## config.mk

```make
export PLATFORM = sky130hd
export DESIGN_NAME = mdio_master
export DESIGN_NICKNAME = d
export VERILOG_FILES = /design/src/rtl/mdio_master.sv
export SDC_FILE = /design/constraint.sdc
export NUM_CORES = 1
export LEC_CHECK = 0
export ABC_CLOCK_PERIOD_IN_PS = 5900
export CAP_MARGIN = 20
export CORE_MARGIN = 10
export CORE_UTILIZATION = 58
export DETAILED_ROUTE_END_ITERATION = 7
export PLACE_DENSITY = 0.92
export SYNTH_ARGS = -nofsm -noshare
export SYNTH_HDL_FRONTEND = slang
export SYNTH_SLANG_ARGS = --single-unit
```

## constraint.sdc

```tcl
create_clock -name clk -period 5.9 [get_ports clk]
set_input_delay 0.59 -clock clk [delete_from_list [all_inputs] [get_ports clk]]
set_output_delay 0.59 -clock clk [all_outputs]
set_load 0.02 [all_outputs]
```

## src/rtl/mdio_master.sv

```systemverilog
// Clause 22 MDIO management station: one read/write command per frame,
// serialized onto MDC/MDIO, with a one-cycle response at end of frame.
module mdio_master #(
  parameter int unsigned CLK_DIV       = 5,
  parameter int unsigned PREAMBLE_BITS = 32
) (
  input  logic        clk,
  input  logic        rst,
  input  logic        cmd_valid,
  output logic        cmd_ready,
  input  logic        cmd_we,
  input  logic [4:0]  cmd_phyad,
  input  logic [4:0]  cmd_regad,
  input  logic [15:0] cmd_data,
  output logic        rsp_valid,
  output logic [15:0] rsp_data,
  output logic        rsp_err,
  output logic        mdc,
  output logic        mdo,
  output logic        mdo_oe,
  input  logic        mdi
);

  localparam int unsigned DIV_W = (CLK_DIV > 1) ? $clog2(CLK_DIV) : 1;
  localparam logic [DIV_W-1:0] DIV_LAST = DIV_W'(CLK_DIV - 1);
  localparam logic [5:0] PRE_LAST  = 6'((PREAMBLE_BITS > 0) ? PREAMBLE_BITS - 1 : 0);
  localparam logic [5:0] HDR_LAST  = 6'd13;
  localparam logic [5:0] TA_LAST   = 6'd1;
  localparam logic [5:0] DATA_LAST = 6'd15;

  typedef enum logic [2:0] {IDLE, PRE, HDR, TA, DATA, RESP} state_t;

  state_t           state;
  logic [DIV_W-1:0] div_cnt;
  logic [5:0]       bit_cnt;
  logic [31:0]      sh;
  logic             we_q;
  logic [15:0]      rd_sh;
  logic             ta_err;
  logic [31:0]      frame_c;

  // Post-preamble frame image; read TA/data slots are ones since the bus is released there.
  assign frame_c = {2'b01, (cmd_we ? 2'b01 : 2'b10), cmd_phyad, cmd_regad,
                    (cmd_we ? 2'b10 : 2'b11), (cmd_we ? cmd_data : 16'hFFFF)};

  // Frame sequencer: MDC divider, bit shifting, PHY sampling and response.
  always_ff @(posedge clk) begin
    if (rst) begin
      state     <= IDLE;
      div_cnt   <= '0;
      bit_cnt   <= '0;
      sh        <= '0;
      we_q      <= 1'b0;
      rd_sh     <= '0;
      ta_err    <= 1'b0;
      cmd_ready <= 1'b1;
      rsp_valid <= 1'b0;
      rsp_data  <= '0;
      rsp_err   <= 1'b0;
      mdc       <= 1'b0;
      mdo       <= 1'b1;
      mdo_oe    <= 1'b0;
    end else begin
      rsp_valid <= 1'b0;
      case (state)
        IDLE: begin
          if (cmd_valid) begin
            cmd_ready <= 1'b0;
            we_q      <= cmd_we;
            div_cnt   <= '0;
            bit_cnt   <= '0;
            ta_err    <= 1'b0;
            mdc       <= 1'b0;
            mdo_oe    <= 1'b1;
            if (PREAMBLE_BITS == 0) begin
              state <= HDR;
              mdo   <= frame_c[31];
              sh    <= {frame_c[30:0], 1'b0};
            end else begin
              state <= PRE;
              mdo   <= 1'b1;
              sh    <= frame_c;
            end
          end
        end
        RESP: begin
          state     <= IDLE;
          cmd_ready <= 1'b1;
        end
        PRE, HDR, TA, DATA: begin
          if (div_cnt != DIV_LAST) begin
            div_cnt <= div_cnt + DIV_W'(1);
          end else begin
            div_cnt <= '0;
            if (!mdc) begin
              // Rising MDC edge: PHY data is sampled on this same clk edge.
              mdc <= 1'b1;
              if (state == TA && bit_cnt == TA_LAST) ta_err <= mdi;
              if (state == DATA) rd_sh <= {rd_sh[14:0], mdi};
            end else begin
              // Falling MDC edge: launch the next bit.
              mdc <= 1'b0;
              case (state)
                PRE: begin
                  if (bit_cnt == PRE_LAST) begin
                    state   <= HDR;
                    bit_cnt <= '0;
                    mdo     <= sh[31];
                    sh      <= {sh[30:0], 1'b0};
                  end else begin
                    bit_cnt <= bit_cnt + 6'd1;
                    mdo     <= 1'b1;
                  end
                end
                HDR: begin
                  mdo <= sh[31];
                  sh  <= {sh[30:0], 1'b0};
                  if (bit_cnt == HDR_LAST) begin
                    state   <= TA;
                    bit_cnt <= '0;
                    mdo_oe  <= we_q;
                  end else begin
                    bit_cnt <= bit_cnt + 6'd1;
                  end
                end
                TA: begin
                  mdo <= sh[31];
                  sh  <= {sh[30:0], 1'b0};
                  if (bit_cnt == TA_LAST) begin
                    state   <= DATA;
                    bit_cnt <= '0;
                  end else begin
                    bit_cnt <= bit_cnt + 6'd1;
                  end
                end
                default: begin
                  if (bit_cnt == DATA_LAST) begin
                    state     <= RESP;
                    bit_cnt   <= '0;
                    mdo       <= 1'b1;
                    mdo_oe    <= 1'b0;
                    rsp_valid <= 1'b1;
                    rsp_data  <= we_q ? 16'h0000 : rd_sh;
                    rsp_err   <= we_q ? 1'b0 : ta_err;
                  end else begin
                    mdo     <= sh[31];
                    sh      <= {sh[30:0], 1'b0};
                    bit_cnt <= bit_cnt + 6'd1;
                  end
                end
              endcase
            end
          end
        end
        default: state <= IDLE;
      endcase
    end
  end

endmodule

```

==> results of run 1 <==
## cell families (layout without fill, tap and decap cells)
group / count (synthesis) / in the layout / share of synthesized area
buf+inv: 41 / 78 / 0.0511
compound gates: 132 / 132 / 0.237
simple gates: 173 / 173 / 0.233
flops: 84 / 84 / 0.455
fa+ha+maj: 4 / 4 / 0.0135
mux: 1 / 1 / 0.00305
xor+xnor: 3 / 3 / 0.00711
## stage by stage
stage | util | hold WS, ns | instance area [sq um] | setup WS [ns]
2_1_floorplan | - | 0.429 | 3690 | 3.99
3_3_place_gp | 0.666 | 0.438 | 4180 | 3.25
3_5_place_dp | 0.666 | 0.443 | 4180 | 3.18
4_1_cts | 0.697 | 0.456 | 4380 | 3.30
5_1_grt | 0.697 | 0.479 | 4380 | 3.01
6_report | 0.697 | 0.457 | 4380 | 3.25
## final cells by class
class / instances / area [sq um] / area share
multi-input cells: 313 / 1830 / 0.418
flip-flops and latches: 84 / 1680 / 0.384
repair buffers: 56 / 546 / 0.125
clock buffers: 9 / 124 / 0.0283
well taps: 77 / 96.3 / 0.0220
clock inverters: 7 / 76.3 / 0.0174
inverters: 6 / 22.5 / 0.00514
## cell usage in the layout (no fill, tap or decap), drive strengths merged, types with 3 or more instances in the layout
| cell | Yosys | routed |
|---|---|---|
| or3 | 4 | 4 |
| nor2 | 24 | 24 |
| inv | 6 | 10 |
| clkdlybuf4s50 | 0 | 51 |
| dfxtp | 84 | 84 |
| o211ai | 19 | 19 |
| nor3b | 3 | 3 |
| o22ai | 4 | 4 |
| o21ai | 16 | 16 |
| buf | 21 | 5 |
| nand3 | 10 | 10 |
| xnor2 | 3 | 3 |
| clkinv | 0 | 3 |
| a311oi | 12 | 12 |
| nand2b | 3 | 3 |
| nor3 | 12 | 12 |
| clkbuf | 14 | 9 |
| nand3b | 16 | 16 |
| a22o | 17 | 17 |
| and3 | 3 | 3 |
| a21oi | 52 | 52 |
| ha | 4 | 4 |
| nand2 | 86 | 86 |
## worst register-to-register path, cell delays in order (launching register included)
cell,delay (ns)
dfxtp_1,0.76
nor3b_2,0.20
a41oi_2,0.74
o21ai_0,0.36
or3_1,0.42
o22ai_1,0.10
## worst max path at each step
stage	end	cells past startpoint	startpoint
after floorplan	bit_cnt[5]	8	div_cnt[0]
after global placement	bit_cnt[5]	6	rst
after detailed placement	sh[8]	6	cmd_valid
after CTS	bit_cnt[5]	5	state[0]
after global routing	bit_cnt[5]	5	state[0]
final	bit_cnt[5]	5	state[0]
## metal layers
| layer | track usage | routed length, um | up-vias |
|---|---|---|---|
| li1 | - | - | 1638 |
| met1 | 0.208 | 3720 | 1555 |
| met2 | 0.284 | 4090 | 85 |
| met3 | 0.0391 | 504 | 12 |
| met4 | 0.0772 | 136 | 0 |
| met5 | 0 | 0 | - |
## report_power, final
part           leakage [nW]  switching, mW  internal [mW]
Clock                 0.103          0.241          0.168
Combinational         0.732         0.0923         0.0670
Sequential            0.684         0.0221          0.600
Total                  1.52          0.355          0.835
## state kept, by name, summed over array words and instances (netlist names), 3 cells and up
name and count:
rd_sh 16, state 3, sh 32, bit_cnt 6
div_cnt 3, rsp_data 16
==> flow_metrics.env, run 1 <==
export IMPL_status="completed"
export IMPL_synth_area_leaders="dfxtp_1, nand2_1, a21oi_1"
export IMPL_ir_drop_mv=0.200
export IMPL_crit_arrival_ns=2.94
export IMPL_crit_chain="nor3b_2 -> a41oi_2 -> o21ai_0 -> or3_1 -> o22ai_1"
export IMPL_drv_cap=0
export IMPL_critPathBufInv=0
export IMPL_fp_dieH_um=99.8
export IMPL_grt_max_degree=68
export IMPL_cp_max_fo=18
export IMPL_yosys_warnings=0
export IMPL_antenna_cells=0
export IMPL_drive_gt1_frac=0.0716
export IMPL_synth_top_area_share=0.455
export IMPL_min_period_ns=2.65
export IMPL_synthToLayoutAreaGrowth_pct=18.5
export IMPL_async_reset_ff_frac=0
export IMPL_cts_resized=0
export IMPL_ff2ff_setup_slack_ns=3.25
export IMPL_synthTopCellsByCount="nand2_1, dfxtp_1, a21oi_1"
export IMPL_fin_skew_ns=0.0157
export IMPL_finalSetupViolations=0
export IMPL_cp_slowest_stage_delay_ns=0.76
export IMPL_clock_fmax_mhz=377
export IMPL_vias=3290
export IMPL_critical_path_class="flop to flop"
export IMPL_ys_ff_latch=84
export IMPL_final_cells=552
export IMPL_cp_start_kind="flop"
export IMPL_ff2ff_path_depth=5
export IMPL_relSlewSlack=0.297
export IMPL_antenna_found_initial=0
export IMPL_synth_area_sq_mm=0.00369
export IMPL_ios=53
export IMPL_worstPathRequired_ns=6.19
export IMPL_r2r_start="state[0]"
export IMPL_synth_ff_type="dfxtp_1"
export IMPL_overflow=0
export IMPL_syn_nets=473
export IMPL_slew_violations=0
export IMPL_drt_antenna_violating_nets=0
export IMPL_p_per_area_mw_per_mm2=272
export IMPL_cts_setup_buffers=0
export IMPL_synthMostInstantiatedCell="nand2_1"
export IMPL_cp_top_family="compound AO/OA/AOI/OAI gates"
export IMPL_num_rows=29
export IMPL_avgSynthCellArea_sq_um=8.44
export IMPL_grt_pass1_wl_um=14500
export IMPL_port_buffers=52
export IMPL_fin_crit_sh=0.450
export IMPL_synth_edff_count=0
export IMPL_dr_pass1_iters=4
export IMPL_cts_root_buf="clkbuf_8"
export IMPL_hpwl_um=5680
export IMPL_initial_core_util=0.589
export IMPL_layout_nets=505
export IMPL_synth_cells=438
export IMPL_dpl_cell_count=536
export IMPL_vias_per_cell=5.96
export IMPL_gp_congestion=0.895
export IMPL_finalHoldViolations=0
export IMPL_synthDistinctLibCells=50
export IMPL_slowest_stage="dfxtp_1"
export IMPL_critPathCaptureType="flop"
export IMPL_hold_depth=2
export IMPL_grt_usage=0.172
export IMPL_worstHoldStart="sh[1]"
export IMPL_hold_class="flop to flop"
export IMPL_drt_iter0_markers=263
export IMPL_cts_hold_buf=0
export IMPL_grt_pass1_vias=3199
export IMPL_drc_errors=0
export IMPL_r2r_end="bit_cnt[5]"
export IMPL_dieArea_sq_mm=0.00996
export IMPL_clkLatencyLatePin_ns=0.37
export IMPL_tightest_slew_ns=1.05
export IMPL_worstHoldEndpoint="sh[1]"
export IMPL_yosysTopAreaCell="dfxtp_1"
export IMPL_htreeDepth=3
export IMPL_p_leak_nw=1.52
export IMPL_yosysSeqAreaShare=0.455
export IMPL_cts_sinks=84
export IMPL_clkTransAtPathRegs_ns=0.10
export IMPL_fp_coreArea_sq_mm=0.00628
export IMPL_chipWidth_um=99.8
export IMPL_routedWlPerCell_um=15.3
export IMPL_cts_tree="yes"
export IMPL_cts_buffer_depth=2
export IMPL_fill_cells=508
export IMPL_finalSetupTns_ns=0
export IMPL_drt_wl_total_um=8450
export IMPL_rsz0062_at_grt="no"
export IMPL_power_mw=1.19
export IMPL_cts_buffers=9
No activity file was read; power rests on OpenSTA's default activity.
==> run 2: changes to the inputs <==
==> config.mk (replaced) <==
export PLATFORM = sky130hd
export DESIGN_NAME = mdio_master
export DESIGN_NICKNAME = d
export VERILOG_FILES = /design/src/rtl/mdio_master.sv
export SDC_FILE = /design/constraint.sdc
export NUM_CORES = 1
export LEC_CHECK = 0
export ABC_CLOCK_PERIOD_IN_PS = 2400
export CAP_MARGIN = 20
export CORE_MARGIN = 10
export CORE_UTILIZATION = 49
export DETAILED_ROUTE_END_ITERATION = 7
export PLACE_DENSITY = 0.84
export SYNTH_ARGS = -nofsm -noshare
export SYNTH_HDL_FRONTEND = slang
export SYNTH_SLANG_ARGS = --single-unit
==> constraint.sdc (replaced) <==
create_clock -name clk -period 2.4 [get_ports clk]
set_input_delay 0.24 -clock clk [delete_from_list [all_inputs] [get_ports clk]]
set_output_delay 0.24 -clock clk [all_outputs]
set_load 0.02 [all_outputs]
==> run 2 against run 1 <==
Effect of this change:
- global-route usage is 2.3 points lower
- sequential share of layout area shrank 1.1 points
- register-to-register slack got worse by 2.9 ns
- non-clock buffer count up 12
- maximum frequency grew 29%
- first-iteration DRC count down 37%
- count of clock-buffer cells in the layout unchanged
- critical endpoint unchanged
==> flow_metrics.env, run 2 (synthesis results as in run 1) <==
export IMPL_critical_path_class="flop to flop"
export IMPL_cp_max_fo=7
export IMPL_grt_max_degree=44
export IMPL_regMostFlops="sh"
export IMPL_antenna_found_initial=0
export IMPL_final_cell_mix="nand2_1, dfxtp_1, a21oi_1, clkdlybuf4s50_1, nor2_1"
export IMPL_drive_gt1_frac=0.0945
export IMPL_grt_pass1_vias=3140
export IMPL_cts_hold_buf=0
export IMPL_cts_resized=0
export IMPL_p_per_area_mw_per_mm2=643
export IMPL_dieArea_sq_mm=0.0114
export IMPL_drt_antenna_violating_nets=0
export IMPL_crit_arrival_ns=2.35
export IMPL_min_period_ns=2.06
export IMPL_antenna_cells=0
export IMPL_status="completed"
export IMPL_p_leak_nw=1.57
export IMPL_drt_wl_total_um=8410
export IMPL_routedWlPerCell_um=14.4
export IMPL_grt_pass1_wl_um=14300
export IMPL_drt_iter0_markers=166
export IMPL_finalSetupTns_ns=0
export IMPL_grt_usage=0.149
export IMPL_fp_coreArea_sq_mm=0.00729
export IMPL_cts_buffers=9
export IMPL_clkLatencyLatePin_ns=0.37
export IMPL_overflow=0
export IMPL_cp_slowest_stage_delay_ns=0.41
export IMPL_ir_drop_mv=0.306
export IMPL_slew_violations=0
export IMPL_cts_tree="yes"
export IMPL_slowest_stage="or3_1"
export IMPL_multi_input_area_sq_mm=0.00183
export IMPL_hpwl_um=6010
export IMPL_fin_crit_sh=0.859
export IMPL_rsz0062_at_grt="no"
export IMPL_largest_reg_flops=32
export IMPL_ios=53
export IMPL_htreeDepth=3
export IMPL_synthToLayoutAreaGrowth_pct=21.8
export IMPL_cts_buffer_depth=2
export IMPL_chipWidth_um=107
export IMPL_vias_per_cell=5.58
export IMPL_num_rows=31
export IMPL_ff_latch_area_sq_mm=0.00168
export IMPL_vias=3270
export IMPL_tightest_slew_ns=1.03
export IMPL_reg_top3="sh (32), rd_sh (16), rsp_data (16)"
export IMPL_cts_root_buf="clkbuf_8"
export IMPL_dr_pass1_iters=4
export IMPL_dpl_cell_count=570
export IMPL_layout_commonest_cell="nand2_1"
export IMPL_port_buffers=52
export IMPL_clock_fmax_mhz=485
export IMPL_drc_errors=0
export IMPL_drv_cap=0
export IMPL_fp_dieH_um=107
export IMPL_final_cells=586
export IMPL_finish_utilization=0.617
export IMPL_clkTransAtPathRegs_ns=0.09
export IMPL_worstPathRequired_ns=2.69
export IMPL_finalHoldViolations=0
export IMPL_cts_setup_buffers=0
export IMPL_fill_cells=650
export IMPL_hold_class="input pin to flop"
export IMPL_cp_start_kind="flop"
export IMPL_cp_common_cell="or3_1"
export IMPL_layout_nets=517
export IMPL_finalSetupViolations=0
export IMPL_relSlewSlack=0.311
export IMPL_initial_core_util=0.507
export IMPL_cts_sinks=84
export IMPL_crit_chain="inv_1 -> ha_1 -> and3_1 -> o211ai_2 -> or3_1 -> or3_1 -> o22ai_1"
export IMPL_gp_congestion=0.868
export IMPL_fin_skew_ns=0.0116
export IMPL_critPathCaptureType="flop"
-- run 2: area by class of cell --
| type | count | share of cell area |
|---|---|---|
| timing repair buffer | 68 | 0.147 |
| tap | 99 | 0.0275 |
| clock inverter | 7 | 0.0128 |
| inverter | 6 | 0.00500 |
| clock buffer | 9 | 0.0275 |
| sequential | 84 | 0.374 |
| multi-input combinational | 313 | 0.407 |
-- run 2: worst max-delay path, delay by kind of cell, from the launching register on --
kind / cells / cell delay, ns
adders and majority gates: 1 / 0.23
AOI/OAI and AO/OA: 2 / 0.27
buffers and inverters: 1 / 0.09
and+or+nand+nor: 3 / 1.06
DFF: 1 / 0.32
-- run 2: path summary, 6_finish.rpt --
kind / start / end / slack [ns] / cells after the start
setup / recovery: div_cnt[0] / bit_cnt[5] / 0.34 / 7
hold / removal: rst / div_cnt[1] / 0.27 / 2
setup reg to reg: div_cnt[0] / bit_cnt[5] / 0.34 / 7
hold reg to reg: sh[11] / sh[11] / 0.45 / 2
-- run 2: routing by layer --
layer | part of all wire | wire length [um] | global-route usage
met5 | 0 | 0 | 0
met4 | 0.019 | 162 | 0.0716
met3 | 0.058 | 491 | 0.0407
met2 | 0.46 | 3890 | 0.234
met1 | 0.46 | 3870 | 0.184
-- run 2: metrics by stage --
| stage | area (sq um) | setup slack [ns] | hold WS, ns | power (mW) |
|---|---|---|---|---|
| final | 4500 | 0.339 | 0.270 | 2.89 |
| after global routing | 4500 | 0.152 | 0.294 | 3.04 |
| after CTS | 4500 | 0.330 | 0.257 | 2.93 |
| after detailed placement | 4320 | 0.338 | 0.445 | 1.98 |
| after global placement | 4320 | 0.348 | 0.439 | 1.96 |
| after floorplan | 3690 | 0.491 | 0.376 | 1.83 |
-- run 2: power by group --
group	total, mW	internal, mW	switching (mW)
Sequential	1.52	1.48	0.0438
Combinational	0.429	0.191	0.238
Clock	0.947	0.390	0.557
Total	2.89	2.06	0.839
==> run 3: changes to the inputs <==
--- a/config.mk
+++ b/config.mk
@@ -7,7 +7,7 @@
 export LEC_CHECK = 0
 export ABC_CLOCK_PERIOD_IN_PS = 2400
 export CAP_MARGIN = 20
-export CORE_MARGIN = 10
+export CORE_MARGIN = 2
 export CORE_UTILIZATION = 49
 export DETAILED_ROUTE_END_ITERATION = 7
 export PLACE_DENSITY = 0.84
==> run 3 against run 2 <==
Effect of this change:
- clock skew grew 0.0016 ns
- register-to-register slack lost 0.06 ns
- non-clock buffer count shrank 3
- routed wire length shrank 2.3%
- hold slack gained 0.092 ns
- critical path type unchanged
==> flow_metrics.env, run 3 (synthesis results as in run 1) <==
export IMPL_regMostFlops="sh"
export IMPL_crit_chain="ha_1 -> or3b_4 -> o41ai_1 -> a21boi_0 -> a41oi_1 -> nor2_1"
export IMPL_clock_fmax_mhz=471
export IMPL_cts_setup_buffers=0
export IMPL_layout_commonest_cell="nand2_1"
export IMPL_cp_top_family="compound AO/OA/AOI/OAI gates"
export IMPL_rsz0062_at_grt="no"
export IMPL_fin_skew_ns=0.0132
export IMPL_ios=53
export IMPL_antenna_found_initial=0
export IMPL_htreeDepth=3
export IMPL_grt_pass1_vias=3154
export IMPL_worst_slack_ns=0.278
export IMPL_critPathCaptureType="flop"
export IMPL_hpwl_um=5720
export IMPL_fp_coreArea_sq_mm=0.00729
export IMPL_fill_cells=664
export IMPL_port_buffers=52
export IMPL_cts_buffers=9
export IMPL_dieArea_sq_mm=0.00825
export IMPL_routedWlPerCell_um=14.1
export IMPL_pre_cts_slack_ns=0.297
export IMPL_clkTransAtPathRegs_ns=0.08
export IMPL_min_period_ns=2.12
export IMPL_final_cell_mix="nand2_1, dfxtp_1, a21oi_1, clkdlybuf4s50_1, nor2_1"
export IMPL_cp_max_fo=6
export IMPL_drv_cap=0
export IMPL_chipWidth_um=90.8
export IMPL_grt_pass1_wl_um=13900
export IMPL_p_leak_nw=1.57
export IMPL_grt_usage=0.202
export IMPL_status="completed"
export IMPL_cts_tree="yes"
export IMPL_slew_violations=0
export IMPL_gp_congestion=0.929
export IMPL_hold_class="input pin to flop"
export IMPL_cp_slowest_stage_delay_ns=0.54
export IMPL_reg_top3="sh (32), rd_sh (16), rsp_data (16)"
export IMPL_fp_dieH_um=90.8
export IMPL_overflow=0
export IMPL_initial_core_util=0.507
export IMPL_drt_iter0_markers=189
export IMPL_dr_pass1_iters=4
export IMPL_clkLatencyLatePin_ns=0.36
export IMPL_tightest_slew_ns=0.694
export IMPL_finalSetupTns_ns=0
export IMPL_drc_errors=0
export IMPL_largest_reg_flops=32
export IMPL_worstHoldStart="rst"
export IMPL_fin_crit_sh=0.884
export IMPL_drt_wl_total_um=8220
export IMPL_cts_hold_buf=0
export IMPL_cp_start_kind="flop"
export IMPL_cts_buffer_depth=2
export IMPL_p_per_area_mw_per_mm2=663
export IMPL_cts_sinks=84
export IMPL_drive_gt1_frac=0.0888
export IMPL_cts_root_buf="clkbuf_8"
export IMPL_crit_arrival_ns=2.34
export IMPL_critical_path_class="flop to flop"
export IMPL_relSlewSlack=0.536
export IMPL_slowest_stage="o41ai_1"
export IMPL_vias=3257
export IMPL_critPathBufInv=0
export IMPL_finalSetupViolations=0
export IMPL_synthToLayoutAreaGrowth_pct=22.2
export IMPL_num_rows=31
export IMPL_critical_path_startpoint="bit_cnt[0]"
export IMPL_antenna_cells=0
export IMPL_cts_resized=0
export IMPL_finalHoldViolations=0
export IMPL_worstPathRequired_ns=2.62
export IMPL_grt_max_degree=49
export IMPL_ir_drop_mv=0.352
export IMPL_drt_antenna_violating_nets=0
export IMPL_vias_per_cell=5.59
export IMPL_layout_nets=514
export IMPL_r2r_start="bit_cnt[0]"
-- run 3: layout make-up --
class | count | area [sq um] | share of cell area
sequential | 84 | 1680 | 0.372
inverter | 6 | 22.5 | 0.00499
tap | 99 | 124 | 0.0274
clock buffer | 10 | 138 | 0.0305
multi-input combinational | 313 | 1840 | 0.407
timing repair buffer | 65 | 638 | 0.141
clock inverter | 6 | 72.6 | 0.0161
-- run 3: power by group --
group | leakage, nW | internal (mW) | total, mW | switching [mW]
Combinational | 0.790 | 0.187 | 0.423 | 0.236
Sequential | 0.684 | 1.48 | 1.52 | 0.0489
Clock | 0.0966 | 0.518 | 1.05 | 0.529
Total | 1.57 | 2.18 | 2.99 | 0.813
-- run 3: worst paths after layout --
check,to,slack [ns],cells past startpoint
worst min register to register,sh[14],0.45,2
worst max register to register,ta_err,0.28,6
worst max-delay path,ta_err,0.28,6
worst min-delay path,rsp_valid,0.36,2
-- run 3: layer usage --
layer	GRT usage	part of all wire	wire length, um	vias to the layer above
met3	0.0451	0.045	370	13
li1	-	-	-	1653
met1	0.247	0.45	3740	1514
met5	0	0	0	-
met2	0.350	0.49	3990	77
met4	0.0745	0.014	117	0
-- run 3: through the flow --
| step | std cells | util | power (mW) | instance area [sq um] | hold WS (ns) |
|---|---|---|---|---|---|
| after floorplan | 438 | - | 1.83 | 3690 | 0.376 |
| final | 583 | 0.619 | 2.99 | 4520 | 0.362 |
| after CTS | 583 | 0.619 | 3.02 | 4520 | 0.355 |
| after global routing | 583 | 0.619 | 3.13 | 4520 | 0.379 |
| after global placement | 567 | 0.590 | 1.96 | 4310 | 0.439 |
| after detailed placement | 567 | 0.590 | 1.98 | 4310 | 0.444 |
